**config.mk**
```make
export PLATFORM = sky130hd
export DESIGN_NAME = ctrl_pipe_shift
export DESIGN_NICKNAME = d
export VERILOG_FILES = /design/src/rtl/ctrl_pipe_shift.sv
export SDC_FILE = /design/constraint.sdc
export NUM_CORES = 1
export LEC_CHECK = 0
export ABC_AREA = 0
export ABC_CLOCK_PERIOD_IN_PS = 3600
export CELL_PAD_IN_SITES_DETAIL_PLACEMENT = 0
export CELL_PAD_IN_SITES_GLOBAL_PLACEMENT = 1
export CORE_ASPECT_RATIO = 0.9
export CORE_MARGIN = 1.5
export CORE_UTILIZATION = 35
export CTS_CLUSTER_DIAMETER = 100
export CTS_CLUSTER_SIZE = 16
export DETAILED_ROUTE_END_ITERATION = 10
export GPL_TIMING_DRIVEN = 1
export PLACE_DENSITY = 0.91
export SLEW_MARGIN = 5
export SYNTH_ARGS = -nofsm -noshare
export SYNTH_HDL_FRONTEND = slang
export SYNTH_SLANG_ARGS = --single-unit
```
**constraint.sdc**
```tcl
create_clock -name clk_i -period 3.6 [get_ports clk_i]
set_input_delay 0.54 -clock clk_i [delete_from_list [all_inputs] [get_ports clk_i]]
set_output_delay 0.54 -clock clk_i [all_outputs]
set_load 0.05 [all_outputs]
```
**src/rtl/ctrl_pipe_shift.sv**
```systemverilog
// Control-word pipeline from ID through STAGES registers (stage 0 = EX, last = WB).
// Handles bubble insertion, per-stage flush, global hold, and saturating retire/bubble counters.
module ctrl_pipe_shift #(
   parameter int CTRL_W = 16,
   parameter int STAGES = 3,
   parameter int CNT_W  = 16
) (
   input  logic                       clk_i,
   input  logic                       reset_i,
   input  logic [CTRL_W-1:0]          id_ctrl_i,
   input  logic                       id_valid_i,
   input  logic                       stall_i,
   input  logic [STAGES-1:0]          flush_mask_i,
   input  logic                       hold_i,
   input  logic                       clear_counts_i,
   output logic [STAGES*CTRL_W-1:0]   stage_ctrl_o,
   output logic [STAGES-1:0]          stage_valid_o,
   output logic [CTRL_W-1:0]          wb_ctrl_o,
   output logic                       retire_pulse_o,
   output logic [CNT_W-1:0]           retired_count_o,
   output logic [CNT_W-1:0]           bubble_count_o
);

   localparam logic [CNT_W-1:0] CNT_MAX = {CNT_W{1'b1}};

   logic [STAGES-1:0] valid_q, valid_d;
   logic [CTRL_W-1:0] ctrl_q [STAGES];
   logic [CTRL_W-1:0] ctrl_d [STAGES];
   logic [CNT_W-1:0]  retired_q, retired_d;
   logic [CNT_W-1:0]  bubble_q, bubble_d;
   logic              s0_valid_in;
   logic              retire;

   assign s0_valid_in = id_valid_i & ~stall_i & ~flush_mask_i[0];
   assign retire      = valid_q[STAGES-1] & ~hold_i;

   // Invalid entries are always written as zero so a bubble never carries RegWr/MemWr.
   always_comb begin
      valid_d = valid_q;
      for (int i = 0; i < STAGES; i++) begin
         ctrl_d[i] = ctrl_q[i];
      end
      if (!hold_i) begin
         valid_d[0] = s0_valid_in;
         ctrl_d[0]  = s0_valid_in ? id_ctrl_i : '0;
         for (int i = 1; i < STAGES; i++) begin
            valid_d[i] = valid_q[i-1] & ~flush_mask_i[i];
            ctrl_d[i]  = (valid_q[i-1] & ~flush_mask_i[i]) ? ctrl_q[i-1] : '0;
         end
      end
   end

   // Clear wins over hold and over increments.
   always_comb begin
      retired_d = retired_q;
      bubble_d  = bubble_q;
      if (clear_counts_i) begin
         retired_d = '0;
         bubble_d  = '0;
      end else if (!hold_i) begin
         if (retire && (retired_q != CNT_MAX)) begin
            retired_d = retired_q + CNT_W'(1);
         end
         if (!s0_valid_in && (bubble_q != CNT_MAX)) begin
            bubble_d = bubble_q + CNT_W'(1);
         end
      end
   end

   always_ff @(posedge clk_i or posedge reset_i) begin
      if (reset_i) begin
         valid_q   <= '0;
         retired_q <= '0;
         bubble_q  <= '0;
         for (int i = 0; i < STAGES; i++) begin
            ctrl_q[i] <= '0;
         end
      end else begin
         valid_q   <= valid_d;
         retired_q <= retired_d;
         bubble_q  <= bubble_d;
         for (int i = 0; i < STAGES; i++) begin
            ctrl_q[i] <= ctrl_d[i];
         end
      end
   end

   for (genvar g = 0; g < STAGES; g++) begin : g_out
      assign stage_ctrl_o[g*CTRL_W +: CTRL_W] = ctrl_q[g];
   end

   assign stage_valid_o   = valid_q;
   assign wb_ctrl_o       = ctrl_q[STAGES-1];
   assign retire_pulse_o  = retire;
   assign retired_count_o = retired_q;
   assign bubble_count_o  = bubble_q;

endmodule

```
==> reports/qor.yml, run 1 <==
critical_path:
  r2r_slack_ps: 1230
  crit_fanout: 15
  crit_slowest_cell: "clkdlybuf4s50_1"
  critical_path_class: "register to output pin"
  critPathMaxStageDelay_ps: 830
  cp-start-kind: "register"
  required_ps: 3060
  cp-end-kind: "output pin"
  crit_chain: "nand2b_1 > inv_1 > clkdlybuf4s50_1"
  cp.arrival_ps: 2060
power:
  swShare_pct: 25.11
  power.internal_mw: 1.477
  p_per_area_nw_per_um2: 369.8
  p_clk_share_pct: 43.7
  p_total_mw: 1.972
  power_frac_comb_pct: 7.9
  peakVddDrop_mv: 0.2135
  switchingPower_mw: 0.4953
  power.leakage_nw: 2.192
  pwr-share-seq_pct: 48.4
clock_network:
  insertion_delay_ps: 330
  ctsResizeCount: 0
  clk_path_buf_depth: 2
  cts_made_buffers: 9
  cts_tree: "yes"
  hold_buffers: 0
  clkSinkCount: 83
  clk_pin_slew_ps: 60
  h-tree-depth: 3
  cts_setup_buffers: 0
  cts_root_buf: "clkbuf_16"
timing:
  layout_min_cycle_time_ps: 2604
  setup_slack_ps: 996.4
  setup_tns_ps: 0
  rsz0062_at_grt: "no"
  fmaxAchievable_ghz: 0.3841
  drv_slew: 0
  setup_viol_count_final: 0
  clock_skew_ps: 5.246
  finalHoldViolCount: 0
  finalCritPeriodShare_pct: 72.32
  slew_headroom_pct: 41.29
  tightest_slew_ps: 879.6
global_route:
  grt_pass1_vias: 3107
  grt_max_degree: 59
  grt_antenna_before_repair: 0
  overflow: 0
  grt_pass1_wl_um: 16150
  grtUsageTotal_pct: 17.77
floorplan:
  io_pins: 125
  die_h_um: 101.4
  initial_core_util_pct: 36.30
  dieArea_um2: 11400
  fp.coreArea_um2: 10380
  fp.dieW_um: 112.4
  core.rowCount: 35
detailed_routing:
  ant_nets: 0
  drtPass1Iterations: 10
  vias: 3141
  first_iter_violations: 165
  vias_per_cell: 5.434
  drc: 9
  wire_per_inst_um: 17.11
  wl_um: 9892
yosys:
  synth_cell_type_count: 43
  synth_area_um2: 3767
  yosysSeqAreaShare_pct: 55.13
  synth_top_cell_by_area: "dfrtp_1"
  syn-num-nets: 362
  synth_warnings: 0
  synthTopCellsByCount: "83 x dfrtp_1, 48 x a22o_1, 22 x a21oi_1, 16 x buf_4, 16 x nor2_1"
  synthArstFlopShare_pct: 100.0
  synth_edf_count: 0
  yosysTopAreaCellShare_pct: 55.13
  yosys_most_used_dff: "dfrtp_1"
  syn_inst: 335
  yosysMostFrequentCell: "dfrtp_1"
  synthSimpleGateAreaFrac_pct: 15.81
  synth-compound-area-share_pct: 20.33
  synthAdderAreaFrac_pct: 0.6642
  synth_top_family_by_area: "compound AO/OA/AOI/OAI gates"
  synth_xor_area_share_pct: 0
  ys_seq_elements: 83
  synthTopCellsByArea: "dfrtp_1 55%, a22o_1 11%, buf_4 3.2%"
  avgSynthCellArea_um2: 11.25
  synthMuxAreaShare_pct: 2.026
placed_design:
  port_buffers: 124
  hpwl_um: 6984
  dp_slack_ps: 1000
  globalplace.congestion: 0.8218
final_layout:
  final_util_pct: 51.39
  num_antenna_cells: 0
  areaGrowthSynthToFinish_pct: 41.58
  fillers: 957
  fin_nets: 471
  drive_above_1_share_pct: 9.577
job:
  drv_cap: 0
hold_path:
  hold_path_class: "register to register"
run_status:
  outcome: "finished, violations left"
  violations: "DRC"
==> cells in the final DEF (no fill, tap or decap), types with 8 or more instances in the layout <==
master	instances
clkdlybuf4s50_1	123
dfrtp_1	83
a22o_1	48
a21oi_1	22
nor2_1	16
o31ai_1	13
nand3_1	12
or4_1	12
nand2_1	9
clkbuf_16	9
nand2b_1	8
==> routing by layer <==
layer	up-vias	GRT usage (%)	wire, um
li1	1486	-	-
met4	0	3.895	59
met2	62	30.67	5128
met5	-	0	0
met3	5	3.710	329
met1	1588	23.33	4374
==> through the flow <==
stage | hold slack [ps] | cells | cell area (um2)
6_report | 522.8 | 578 | 5334
3_5_place_dp | 508.3 | 562 | 5051
5_1_grt | 540.1 | 578 | 5334
4_1_cts | 518.5 | 578 | 5334
3_3_place_gp | 496.7 | 562 | 5051
2_1_floorplan | 668.6 | 335 | 3767
==> layout make-up <==
cell class | count | area, um2 | share of cell area [%]
clock inverter | 7 | 57.56 | 1.079
sequential | 83 | 2077 | 38.94
inverter | 8 | 31.28 | 0.5864
timing repair buffer | 132 | 1309 | 24.54
multi-input combinational | 210 | 1473 | 27.61
tap | 129 | 161.4 | 3.026
clock buffer | 9 | 225.2 | 4.222
==> power groups by stage <==
| stage | clock network [mW] | registers [mW] | logic (mW) |
|---|---|---|---|
| 3_5_place_dp | 0 | 0.972 | 0.159 |
| 2_1_floorplan | 0 | 1.01 | 0.0507 |
| 5_1_grt | 0.925 | 0.955 | 0.169 |
| 6_report | 0.862 | 0.954 | 0.156 |
| 4_1_cts | 0.888 | 0.954 | 0.159 |
| 3_3_place_gp | 0 | 0.971 | 0.156 |
==> critical path: cells and delay by family, from the launching register on <==
kind                   cells  cell delay, ps
buffers and inverters      2            1060
flip-flops                 1             390
AND/OR/NAND/NOR            1             280
==> logic make-up after synthesis <==
group                    count (synthesis)
AO/OA/AOI/OAI                          102
adder cells (fa/ha/maj)                  2
buffers and inverters                   42
flip-flops                              83
multiplexers                             7
AND/OR/NAND/NOR                         99
==> worst paths after layout <==
path	startpoint	endpoint	depth (start not counted)
min in group asynchronous	reset_i	stage_ctrl_o[11]	2
max reg2reg	retired_count_o[0]	retired_count_o[10]	5
min reg2reg	stage_ctrl_o[19]	wb_ctrl_o[3]	1
min	stage_ctrl_o[19]	wb_ctrl_o[3]	1
max in group asynchronous	reset_i	stage_ctrl_o[8]	3
max	stage_valid_o[2]	retire_pulse_o	3
==> registers in the layout, summed over array words and instances, names as in the netlist <==
register and cells:
stage_ctrl_o 32, bubble_count_o 16, retired_count_o 16, wb_ctrl_o 16, stage_valid_o 3
No activity file was read; power rests on OpenSTA's default activity.
==> run 2: changes to the inputs <==
--- a/config.mk
+++ b/config.mk
@@ -6,7 +6,7 @@
 export NUM_CORES = 1
 export LEC_CHECK = 0
 export ABC_AREA = 0
-export ABC_CLOCK_PERIOD_IN_PS = 3600
+export ABC_CLOCK_PERIOD_IN_PS = 2400
 export CELL_PAD_IN_SITES_DETAIL_PLACEMENT = 0
 export CELL_PAD_IN_SITES_GLOBAL_PLACEMENT = 1
 export CORE_ASPECT_RATIO = 0.9
==> constraint.sdc (replaced) <==
create_clock -name clk_i -period 2.4 [get_ports clk_i]
set_input_delay 0.36 -clock clk_i [delete_from_list [all_inputs] [get_ports clk_i]]
set_output_delay 0.36 -clock clk_i [all_outputs]
set_load 0.05 [all_outputs]
==> run 2 against run 1 <==
Net effect: the flow still finishes with violations (DRC); critical path type is now register to register; register-to-register slack worse by 930 ps; largest power group is now clock; via count up 2.0%; global-route usage down 0.15 points; critical endpoint is now bubble_count_o[3]; worst setup slack worse by 700 ps; non-clock buffer count up 2.
==> reports/qor.yml, run 2 (synthesized netlist as in run 1, its figures left out) <==
critical_path:
  critPathMaxStageDelay_ps: 600
  crit_fanout: 14
  crit_slowest_cell: "or4_2"
  critical_path_class: "register to register"
  crit_family: "simple AND/OR/NAND/NOR gates"
  cp-end-kind: "register"
  required_ps: 2650
  cp.arrival_ps: 2350
  cp-start-kind: "register"
  crit_chain: "ha_1 > nand4_1 > nor4_1 > buf_4 > or4_2 > a21oi_1"
  critical_path_buf_inv_count: 1
power:
  p_per_area_nw_per_um2: 591.6
  power_frac_comb_pct: 7.3
  power.leakage_nw: 2.233
  power.internal_mw: 2.433
  peakVddDrop_mv: 0.2758
  switchingPower_mw: 0.7667
  swShare_pct: 23.96
  pwr-share-seq_pct: 44.7
  p_clk_share_pct: 48.0
clock_network:
  cts_root_buf: "clkbuf_16"
  insertion_delay_ps: 330
  clk_path_buf_depth: 2
  hold_buffers: 0
  cts_tree: "yes"
  h-tree-depth: 3
  clk_pin_slew_ps: 70
  cts_made_buffers: 9
  clkSinkCount: 83
  cts_setup_buffers: 0
  ctsResizeCount: 0
final_layout:
  final_common_cell: "clkdlybuf4s50_1"
  fillers: 946
  num_antenna_cells: 0
  drive_above_1_share_pct: 10.20
  final_cell_mix: "122 x clkdlybuf4s50_1, 83 x dfrtp_1, 48 x a22o_1"
  fin_nets: 473
  largest_reg_flops: 32
  seqCellArea_um2: 2077
  areaGrowthSynthToFinish_pct: 43.57
  multi_input_area_um2: 1473
global_route:
  grt_antenna_before_repair: 0
  grtUsageTotal_pct: 17.62
  grt_max_degree: 84
  grt_pass1_wl_um: 16030
  grt_pass1_vias: 3117
  overflow: 0
detailed_routing:
  first_iter_violations: 158
  vias_per_cell: 5.522
  vias: 3203
  wl_um: 10010
  ant_nets: 0
  wire_per_inst_um: 17.26
  drtPass1Iterations: 10
  drc: 10
timing:
  tightest_slew_ps: 1182
  slew_headroom_pct: 20.87
  finalHoldViolCount: 0
  fmaxAchievable_ghz: 0.4761
  finalCritPeriodShare_pct: 87.52
  layout_min_cycle_time_ps: 2100
  clock_skew_ps: 7.599
  setup_viol_count_final: 0
  rsz0062_at_grt: "no"
  setup_tns_ps: 0
  drv_slew: 0
  hold_slack_ps: 484.5
hold_path:
  hold_path_class: "primary input to async pin"
floorplan:
  fp.dieW_um: 112.4
  initial_core_util_pct: 36.30
  io_pins: 125
  core.rowCount: 35
  dieArea_um2: 11400
  die_h_um: 101.4
  fp.coreArea_um2: 10380
run_status:
  outcome: "finished, violations left"
  violations: "DRC"
placed_design:
  globalplace.congestion: 0.7295
  port_buffers: 124
  hpwl_um: 6920
job:
  drv_cap: 0
==> run 2: final timing paths <==
check / from / to / slack, ps / cells after the start
worst max-delay path: bubble_count_o[0] / bubble_count_o[3] / 300 / 6
worst min-delay path: reset_i / retired_count_o[8] / 480 / 3
worst max register to register: bubble_count_o[0] / bubble_count_o[3] / 300 / 6
worst min register to register: stage_valid_o[1] / stage_valid_o[1] / 510 / 1
max in group asynchronous: reset_i / bubble_count_o[5] / 1540 / 3
min in group clk_i: hold_i / bubble_count_o[7] / 510 / 4
==> run 2: area by class of cell <==
type                            instances  share of cell area (%)
Timing Repair Buffer                  134                   24.66
Inverter                                8                  0.6246
Clock inverter                          7                   1.943
Tap cell                              129                   2.984
Sequential cell                        83                   38.40
Clock buffer                            9                   4.164
Multi-Input combinational cell        210                   27.23
==> run 2: power by group through the flow <==
stage | Clock (mW) | Combinational, mW | Sequential, mW
global route | 1.63 | 0.253 | 1.43
CTS | 1.57 | 0.239 | 1.43
floorplan | 0 | 0.0763 | 1.51
detailed placement | 0 | 0.238 | 1.46
global placement | 0 | 0.235 | 1.46
finish | 1.54 | 0.235 | 1.43
==> run 2: worst min-delay path: stages <==
cell and delay [ps]:
clkdlybuf4s50_1 440, clkinvlp_4 100, buf_12 330
==> run 2: layer usage <==
| layer | track usage (%) | routed length, um | vias to the layer above |
|---|---|---|---|
| li1 | - | - | 1499 |
| met1 | 22.74 | 4280 | 1605 |
| met2 | 30.34 | 5141 | 87 |
| met3 | 3.232 | 418 | 12 |
| met4 | 5.842 | 172 | 0 |
| met5 | 0 | 0 | - |
==> run 2: metrics by stage <==
stage | cells | total power, mW | cell area [um2] | util (%) | setup slack [ps]
global route | 580 | 3.316 | 5409 | 52.12 | 132.7
CTS | 580 | 3.235 | 5409 | 52.12 | 283.2
detailed placement | 564 | 1.695 | 5079 | 48.93 | 82.00
global placement | 564 | 1.690 | 5079 | 48.93 | 109.3
floorplan | 335 | 1.587 | 3771 | - | 73.12
finish | 580 | 3.200 | 5409 | 52.12 | 299.5
